## src/rtl/hazard_controller_pkg.sv

```systemverilog
// Shared definitions for the hazard controller: register address width,
// shadow-entry layout, the bubble constant and the destination-match helper.
package hazard_controller_pkg;

  localparam int REG_ADDRESS_LEN = 4;
  localparam int HZ_ENTRY_LEN    = 3 + REG_ADDRESS_LEN;

  typedef struct packed {
    logic                       v;
    logic                       wb_en;
    logic                       mem_read;
    logic [REG_ADDRESS_LEN-1:0] dest;
  } hz_entry_t;

  localparam hz_entry_t HZ_BUBBLE = hz_entry_t'({HZ_ENTRY_LEN{1'b0}});

  // A stage produces a value for r only if it holds a real, writing instruction.
  function automatic logic hz_match(input hz_entry_t e, input logic [REG_ADDRESS_LEN-1:0] r);
    return e.v & e.wb_en & (e.dest == r);
  endfunction

endpackage

```

## src/rtl/hazard_sat_counter.sv

```systemverilog
// Saturating up-counter with enable; sticks at all-ones instead of wrapping.
module hazard_sat_counter #(
  parameter int CNT_W = 16
) (
  input  logic             clk,
  input  logic             rst,
  input  logic             en,
  output logic [CNT_W-1:0] count
);

  always_ff @(posedge clk) begin
    if (rst)
      count <= '0;
    else if (en && (count != {CNT_W{1'b1}}))
      count <= count + {{(CNT_W-1){1'b0}}, 1'b1};
  end

endmodule

```

## src/rtl/hazard_controller.sv

```systemverilog
// Stall/flush controller: shadows EXE and MEM destinations and flags RAW hazards
// against the ID-stage sources, with saturating stall and flush counters.
module hazard_controller
  import hazard_controller_pkg::*;
#(
  parameter int REG_ADDR_W = REG_ADDRESS_LEN,
  parameter int CNT_W      = 16
) (
  input  logic                  clk,
  input  logic                  rst,
  input  logic                  id_valid,
  input  logic [REG_ADDR_W-1:0] id_src1,
  input  logic [REG_ADDR_W-1:0] id_src2,
  input  logic                  id_uses_src1,
  input  logic                  id_two_src,
  input  logic                  id_wb_en,
  input  logic [REG_ADDR_W-1:0] id_dest,
  input  logic                  id_mem_read,
  input  logic                  exe_branch_taken,
  input  logic                  fwd_en,
  input  logic                  freeze,
  output logic                  hazard,
  output logic                  flush,
  output logic [CNT_W-1:0]      stall_count,
  output logic [CNT_W-1:0]      flush_count
);

  hz_entry_t exe_q, mem_q;
  hz_entry_t exe_d, mem_d;
  logic      exe_hit, mem_hit, raw_hazard;

  assign exe_hit = (id_uses_src1 & hz_match(exe_q, id_src1)) |
                   (id_two_src   & hz_match(exe_q, id_src2));
  assign mem_hit = (id_uses_src1 & hz_match(mem_q, id_src1)) |
                   (id_two_src   & hz_match(mem_q, id_src2));

  // With forwarding only a load still in EXE cannot be bypassed in time.
  assign raw_hazard = id_valid & (fwd_en ? (exe_q.mem_read & exe_hit)
                                         : (exe_hit | mem_hit));

  // A taken branch makes the ID instruction wrong-path, so it never stalls.
  assign flush  = exe_branch_taken & ~freeze;
  assign hazard = raw_hazard & ~exe_branch_taken;

  always_comb begin
    exe_d = exe_q;
    mem_d = mem_q;
    if (!freeze) begin
      mem_d = exe_q;
      if (flush || hazard) begin
        exe_d = HZ_BUBBLE;
      end else begin
        exe_d.v        = id_valid;
        exe_d.wb_en    = id_wb_en & id_valid;
        exe_d.mem_read = id_mem_read & id_valid;
        exe_d.dest     = id_dest;
      end
    end
  end

  always_ff @(posedge clk) begin
    if (rst) begin
      exe_q <= HZ_BUBBLE;
      mem_q <= HZ_BUBBLE;
    end else begin
      exe_q <= exe_d;
      mem_q <= mem_d;
    end
  end

  hazard_sat_counter #(.CNT_W(CNT_W)) u_stall_cnt (
    .clk   (clk),
    .rst   (rst),
    .en    (hazard & ~freeze),
    .count (stall_count)
  );

  hazard_sat_counter #(.CNT_W(CNT_W)) u_flush_cnt (
    .clk   (clk),
    .rst   (rst),
    .en    (flush),
    .count (flush_count)
  );

endmodule

```

## config.mk

```make
export PLATFORM = sky130hd
export DESIGN_NAME = hazard_controller
export DESIGN_NICKNAME = d
export VERILOG_FILES = /design/src/rtl/hazard_controller_pkg.sv /design/src/rtl/hazard_sat_counter.sv /design/src/rtl/hazard_controller.sv
export SDC_FILE = /design/constraint.sdc
export NUM_CORES = 1
export LEC_CHECK = 0
export BUFFER_PORTS_ARGS = -buffer_cell sky130_fd_sc_hd__buf_2
export CAP_MARGIN = 20
export CORE_MARGIN = 1.5
export CORE_UTILIZATION = 55
export CTS_CLUSTER_DIAMETER = 40
export DETAILED_ROUTE_END_ITERATION = 7
export GPL_ROUTABILITY_DRIVEN = 0
export PLACE_DENSITY_LB_ADDON = 0.12
export SYNTH_ARGS = -nofsm -noshare
export SYNTH_HDL_FRONTEND = slang
export SYNTH_SLANG_ARGS = --single-unit
```

## constraint.sdc

```tcl
create_clock -name clk -period 2.9 [get_ports clk]
set_input_delay 0.58 -clock clk [delete_from_list [all_inputs] [get_ports clk]]
set_output_delay 0.58 -clock clk [all_outputs]
set_load 0.02 [all_outputs]
```

==> impl_metrics.toml, run 1 <==
[run_status]
status = "completed"

[sta]
slew_headroom_pct = 46.0
fmax_mhz = 400
drv_slew = 0
fin_ws_ns = 0.402
tightest_slew_ns = 0.810
finalCritPeriodShare_pct = 86.2
skew_ns = 0.00898
post-route-min-period_ns = 2.50
rsz0062_at_grt = "false"
finalSetupTns_ns = 0
hold_violations = 0
setup-violations-final = 0

[setup_path]
critPathTopFamily = "simple AND/OR/NAND/NOR gates"
cpMostUsedCell = "buf_2"
max_stage_delay_ns = 0.31
worstPathMaxFanout = 13
crit_arrival_ns = 1.92
slowest_stage = "nor4_1"
path_cells = "buf_2 -> xor2_1 -> nor4_1 -> nand3_1 -> and3_1 -> nor3_1 -> buf_2"
startpoint_type = "primary input"
required_ns = 2.32
setup.worst_path.class = "primary input to output port"
cp-end-kind = "output port"
cp_num_buf_inv = 2

[floorplan]
dieArea_sq_um = 4490
die_w_microns = 67.0
core_sq_um = 3970
start_util_pct = 56.7
io_pins = 56
die_y_microns = 67.0
rows = 23

[placement]
pre_cts_ws_ns = 0.402
io_buffers = 55
dp_hpwl_mm = 3.49
place_inst = 358

[finish]
fill_cells = 348
nets = 339
area_delta_synth_final_pct = 19.0
diodes = 0
seq_area_sq_um = 901
instances_no_fill = 365
finish.utilization_pct = 67.5
multiInputGateArea_sq_um = 1280
drive_gt1_share_pct = 22.2

[detailed_routing]
wl_per_cell_microns = 13.4
drt-initial-drc-count = 97
antenna_left = 0
via_count = 2035
viasPerCell = 5.58
drc = 0
firstDrtPassIters = 4
routed_wl_mm = 4.88

[yosys]
ys_warn_count = 0
yosys.area_share.simple_pct = 28.0
ys_seq_area_share_pct = 40.0
synth-compound-area-share_pct = 12.2
yosys.area_share.adder_pct = 1.11
yosysMostFrequentCell = "dfxtp_1"
yosysUniqueCellTypes = 42
synth_top_family_by_area = "simple AND/OR/NAND/NOR gates"
synth_nets = 284
ys_top_cells_by_area = "dfxtp_1 (40%), xor2_1 (7.0%), nor2_1 (5.2%)"
syn_area_sq_um = 2250
synthXorXnorAreaFrac_pct = 11.7
synth_top_area_share_pct = 40.0
yosysTopAreaCell = "dfxtp_1"
ys_async_sr_fraction_pct = 0
synthCells = 260
synthTopCellsByCount = "dfxtp_1 (45), nor2_1 (31), xor2_1 (18)"
synth_edf_count = 0
synth.mux.area_fraction_pct = 4.11
syn_avg_cell_area_sq_um = 8.66
ys_ff_latch = 45
synth_ff_type = "dfxtp_1"

[global_routing]
use_met3_pct = 3.21
overflow = 0
grt.busiest_layer = "met2"
grt_pass1_wl_mm = 8.01
grt_max_degree = 47
first_global_vias = 1840
use_met1_pct = 28.6
grt_use_met2_pct = 38.9
grtUsageTotal_pct = 23.2
antenna_found_initial = 0

[clocking]
clk_latency_ns = 0.30
cts-root-buf = "clkbuf_8"
ctsHoldBuffers = 0
numClockSinks = 45
cts_tree = "done"
cts-resized-gates = 0
cts_max_path_buffers = 2
cts_buffers = 5
clk_pin_slew_worst_paths_ns = 0.08
cts_setup_buffers = 0
htree_levels = 2

[worst_hold_path]
hold_class = "primary input to flip-flop"

[flow_run]
max-cap-violations = 0

[pwr]
powerDensity_nw_per_um2 = 435
ir_drop_mv = 0.296
p_leak_uw = 0.00110
## worst reg2reg max path: stages, from the launching register on
cell     delay, ns
dfxtp_1       0.39
ha_1          0.26
nand2_1       0.07
or4_1         0.50
or3_1         0.42
nor4b_1       0.19
mux2_1        0.32
## area by class of cell
class,instances,area share [%]
multi-input cells,199,47.9
flip-flops and latches,45,33.6
repair buffers,60,11.7
clock buffers,5,2.57
well taps,50,2.34
clock inverters,2,1.31
inverters,4,0.560
## flip-flops by register name, indices dropped and copies added, names as in the netlist
name / count
u_flush_cnt.count: 16
exe_q: 7
mem_q: 6
u_stall_cnt.count: 16
## routing by layer
layer	up-vias	routed length, microns
met1	929	2190
met5	-	0
met3	7	215
met2	49	2390
li1	1050	-
met4	0	85
## placed cells by master, fill, tap and decap left out, types with 4 or more instances in the layout
cell,count
or3_1,11
buf_2,55
clkbuf_8,5
and4_1,6
inv_1,4
nor2b_1,4
nand3_1,16
xnor2_1,12
nor2_1,31
nand2_1,15
dfxtp_1,45
a21oi_1,14
and3_1,5
nand4_1,10
xor2_1,18
buf_4,5
mux2i_1,7
a22o_1,4
o21ai_0,14
## stage by stage
stage | hold WS, ns | area [sq um] | total power [uW]
3_3_place_gp | 0.479 | 2570 | 723
3_5_place_dp | 0.489 | 2570 | 724
6_report | 0.484 | 2680 | 1170
5_1_grt | 0.476 | 2680 | 1210
4_1_cts | 0.480 | 2680 | 1180
2_1_floorplan | 0.456 | 2250 | 693
## kinds of logic (layout without fill, tap and decap cells)
kind of cell,Yosys count,after routing
flops,45,45
buf+inv,16,71
mux,9,9
simple gates,115,115
xor+xnor,30,30
compound gates,43,43
fa+ha+maj,2,2
## path summary, 6_finish.rpt
check                        from               endpoint  slack, ns  cells past startpoint
max reg2reg  u_stall_cnt.count[0]  u_stall_cnt.count[12]       0.64                      6
min                    id_dest[2]               exe_q[2]       0.48                      2
min reg2reg              mem_q[5]               mem_q[5]       0.50                      2
max                    id_src1[2]                 hazard       0.40                      7
## power by group
part	switching [uW]	total (uW)	internal (uW)
Combinational	42.6	76.9	34.4
Sequential	8.61	633	624
Clock	206	457	250
(Power assumes the default switching activity.)
==> run 2: changes to the inputs <==
- BUFFER_PORTS_ARGS: -buffer_cell sky130_fd_sc_hd__buf_2 -> unset
- DONT_BUFFER_PORTS: unset -> 1
==> run 2 against run 1 <==
  * Final cell count shrank 15%
  * Wire length shrank 7.2%
  * Flip-flop and latch count is the same
  * Global-route usage shrank 1.7 points
  * Clock power shrank 20%
  * Largest power group unchanged
  * Power shrank 11%
  * Via count shrank 8.3%
==> impl_metrics.toml, run 2 (same netlist as run 1, synthesis figures left out) <==
[sta]
fmax_mhz = 386
finalSetupTns_ns = 0
hold_violations = 0
slew_headroom_pct = 56.9
rsz0062_at_grt = "false"
finalCritPeriodShare_pct = 89.4
tightest_slew_ns = 0.647
skew_ns = 0.00612
setup-violations-final = 0
fin_ws_ns = 0.306
drv_slew = 0
post-route-min-period_ns = 2.59

[worst_hold_path]
hp-start = "rst"
whs_endpoint = "u_flush_cnt.count[6]"
hold_class = "primary input to flip-flop"
holdPathStages = 1

[finish]
area_delta_synth_final_pct = 5.39
nets = 283
diodes = 0
drive_gt1_share_pct = 4.62
reg_top3 = "u_flush_cnt.count x16, u_stall_cnt.count x16, exe_q x7"
fill_cells = 360
layout_common_cells = "dfxtp_1 (45), nor2_1 (31), xor2_1 (18), nand3_1 (16), nand2_1 (15)"
post-route-cell-area_sq_um = 2370
final_common_cell = "dfxtp_1"

[detailed_routing]
firstDrtPassIters = 4
drt-initial-drc-count = 85
wl_per_cell_microns = 14.6
antenna_left = 0
drc = 0
via_count = 1866
routed_wl_mm = 4.53
viasPerCell = 6.02

[setup_path]
path_cells = "xor2_1 -> nor4_1 -> nand3_1 -> and3_1 -> nor3_1 -> buf_4"
required_ns = 2.32
startpoint_type = "flip-flop"
max_stage_delay_ns = 0.39
slowest_stage = "and3_1"
worstPathMaxFanout = 22
r2r_cells = 6
cp-end-kind = "output port"
rr_endpoint = "u_stall_cnt.count[12]"
crit_arrival_ns = 2.01
setup.worst_path.class = "flip-flop to output port"
r2r_start = "u_stall_cnt.count[0]"
worst-r2r-setup-slack_ns = 0.59

[global_routing]
overflow = 0
grtUsageTotal_pct = 21.5
grt_max_degree = 47
first_global_vias = 1675
antenna_found_initial = 0
grt_pass1_wl_mm = 7.33

[clocking]
clk_pin_slew_worst_paths_ns = 0.07
numClockSinks = 45
cts_setup_buffers = 0
ctsHoldBuffers = 0
htree_levels = 2
cts_tree = "done"
cts_buffers = 5
cts-resized-gates = 0
clk_latency_ns = 0.30
cts_max_path_buffers = 2
cts-root-buf = "clkbuf_8"

[run_status]
status = "completed"

[floorplan]
start_util_pct = 56.7
dieArea_sq_um = 4490
die_w_microns = 67.0
core_sq_um = 3970
rows = 23
die_y_microns = 67.0
io_pins = 56

[flow_run]
max-cap-violations = 0

[placement]
pre_cts_ws_ns = 0.398
postPlaceCellArea_sq_um = 2290
io_buffers = 0
dp_hpwl_mm = 3.20

[pwr]
powerDensity_nw_per_um2 = 439
ir_drop_mv = 0.316
p_leak_uw = 0.000814
[run 2: cell count changes in the layout (fill, tap and decap cells not counted)]
cell       previous run  this run
buf_2                55         0
clkbuf_1              0         3
bufinv_16             1         0
clkinv_2              1         0
buf_4                 5         4
[run 2: stage by stage]
stage / hold slack [ns] / instances / utilization [%] / total power, uW
final: 0.345 / 310 / 59.7 / 1040
after global routing: 0.327 / 310 / 59.7 / 1090
after CTS: 0.336 / 310 / 59.7 / 1060
after detailed placement: 0.495 / 302 / 57.7 / 690
after global placement: 0.469 / 302 / 57.7 / 690
after floorplan: 0.456 / 260 / - / 693
[run 2: worst max-delay path by stage]
stage / from / to / cells after the start
after floorplan: id_src2[2] / hazard / 8
after global placement: id_src1[2] / hazard / 6
after detailed placement: id_src1[2] / hazard / 6
after CTS: mem_q[2] / hazard / 6
after global routing: mem_q[2] / hazard / 6
final: mem_q[2] / hazard / 6
[run 2: power by group]
| group | switching, uW | total, uW | internal [uW] |
|---|---|---|---|
| logic | 17.5 | 40.7 | 23.2 |
| clock network | 195 | 367 | 171 |
| registers | 10.9 | 635 | 624 |
| total | 224 | 1040 | 819 |
[run 2: layout make-up]
type | count | area [sq um] | area share [%]
Multi-Input combinational cell | 199 | 1280 | 54.1
Sequential cell | 45 | 901 | 38.0
Clock buffer | 8 | 80.1 | 3.38
Tap cell | 50 | 62.6 | 2.64
Timing Repair Buffer | 4 | 30.0 | 1.27
Inverter | 4 | 15.0 | 0.633
[run 2: critical path, delay by kind of cell (launching register included)]
kind / cells / cell delay (ns)
flip-flops: 1 / 0.34
XOR/XNOR: 1 / 0.17
buffers and inverters: 1 / 0.17
AND/OR/NAND/NOR: 4 / 1.04
[run 2: layer usage]
metal | global-route usage (%) | wire length, microns
met1 | 26.0 | 1980
met3 | 6.25 | 296
met4 | 9.95 | 65
met5 | 0 | 0
met2 | 34.9 | 2190
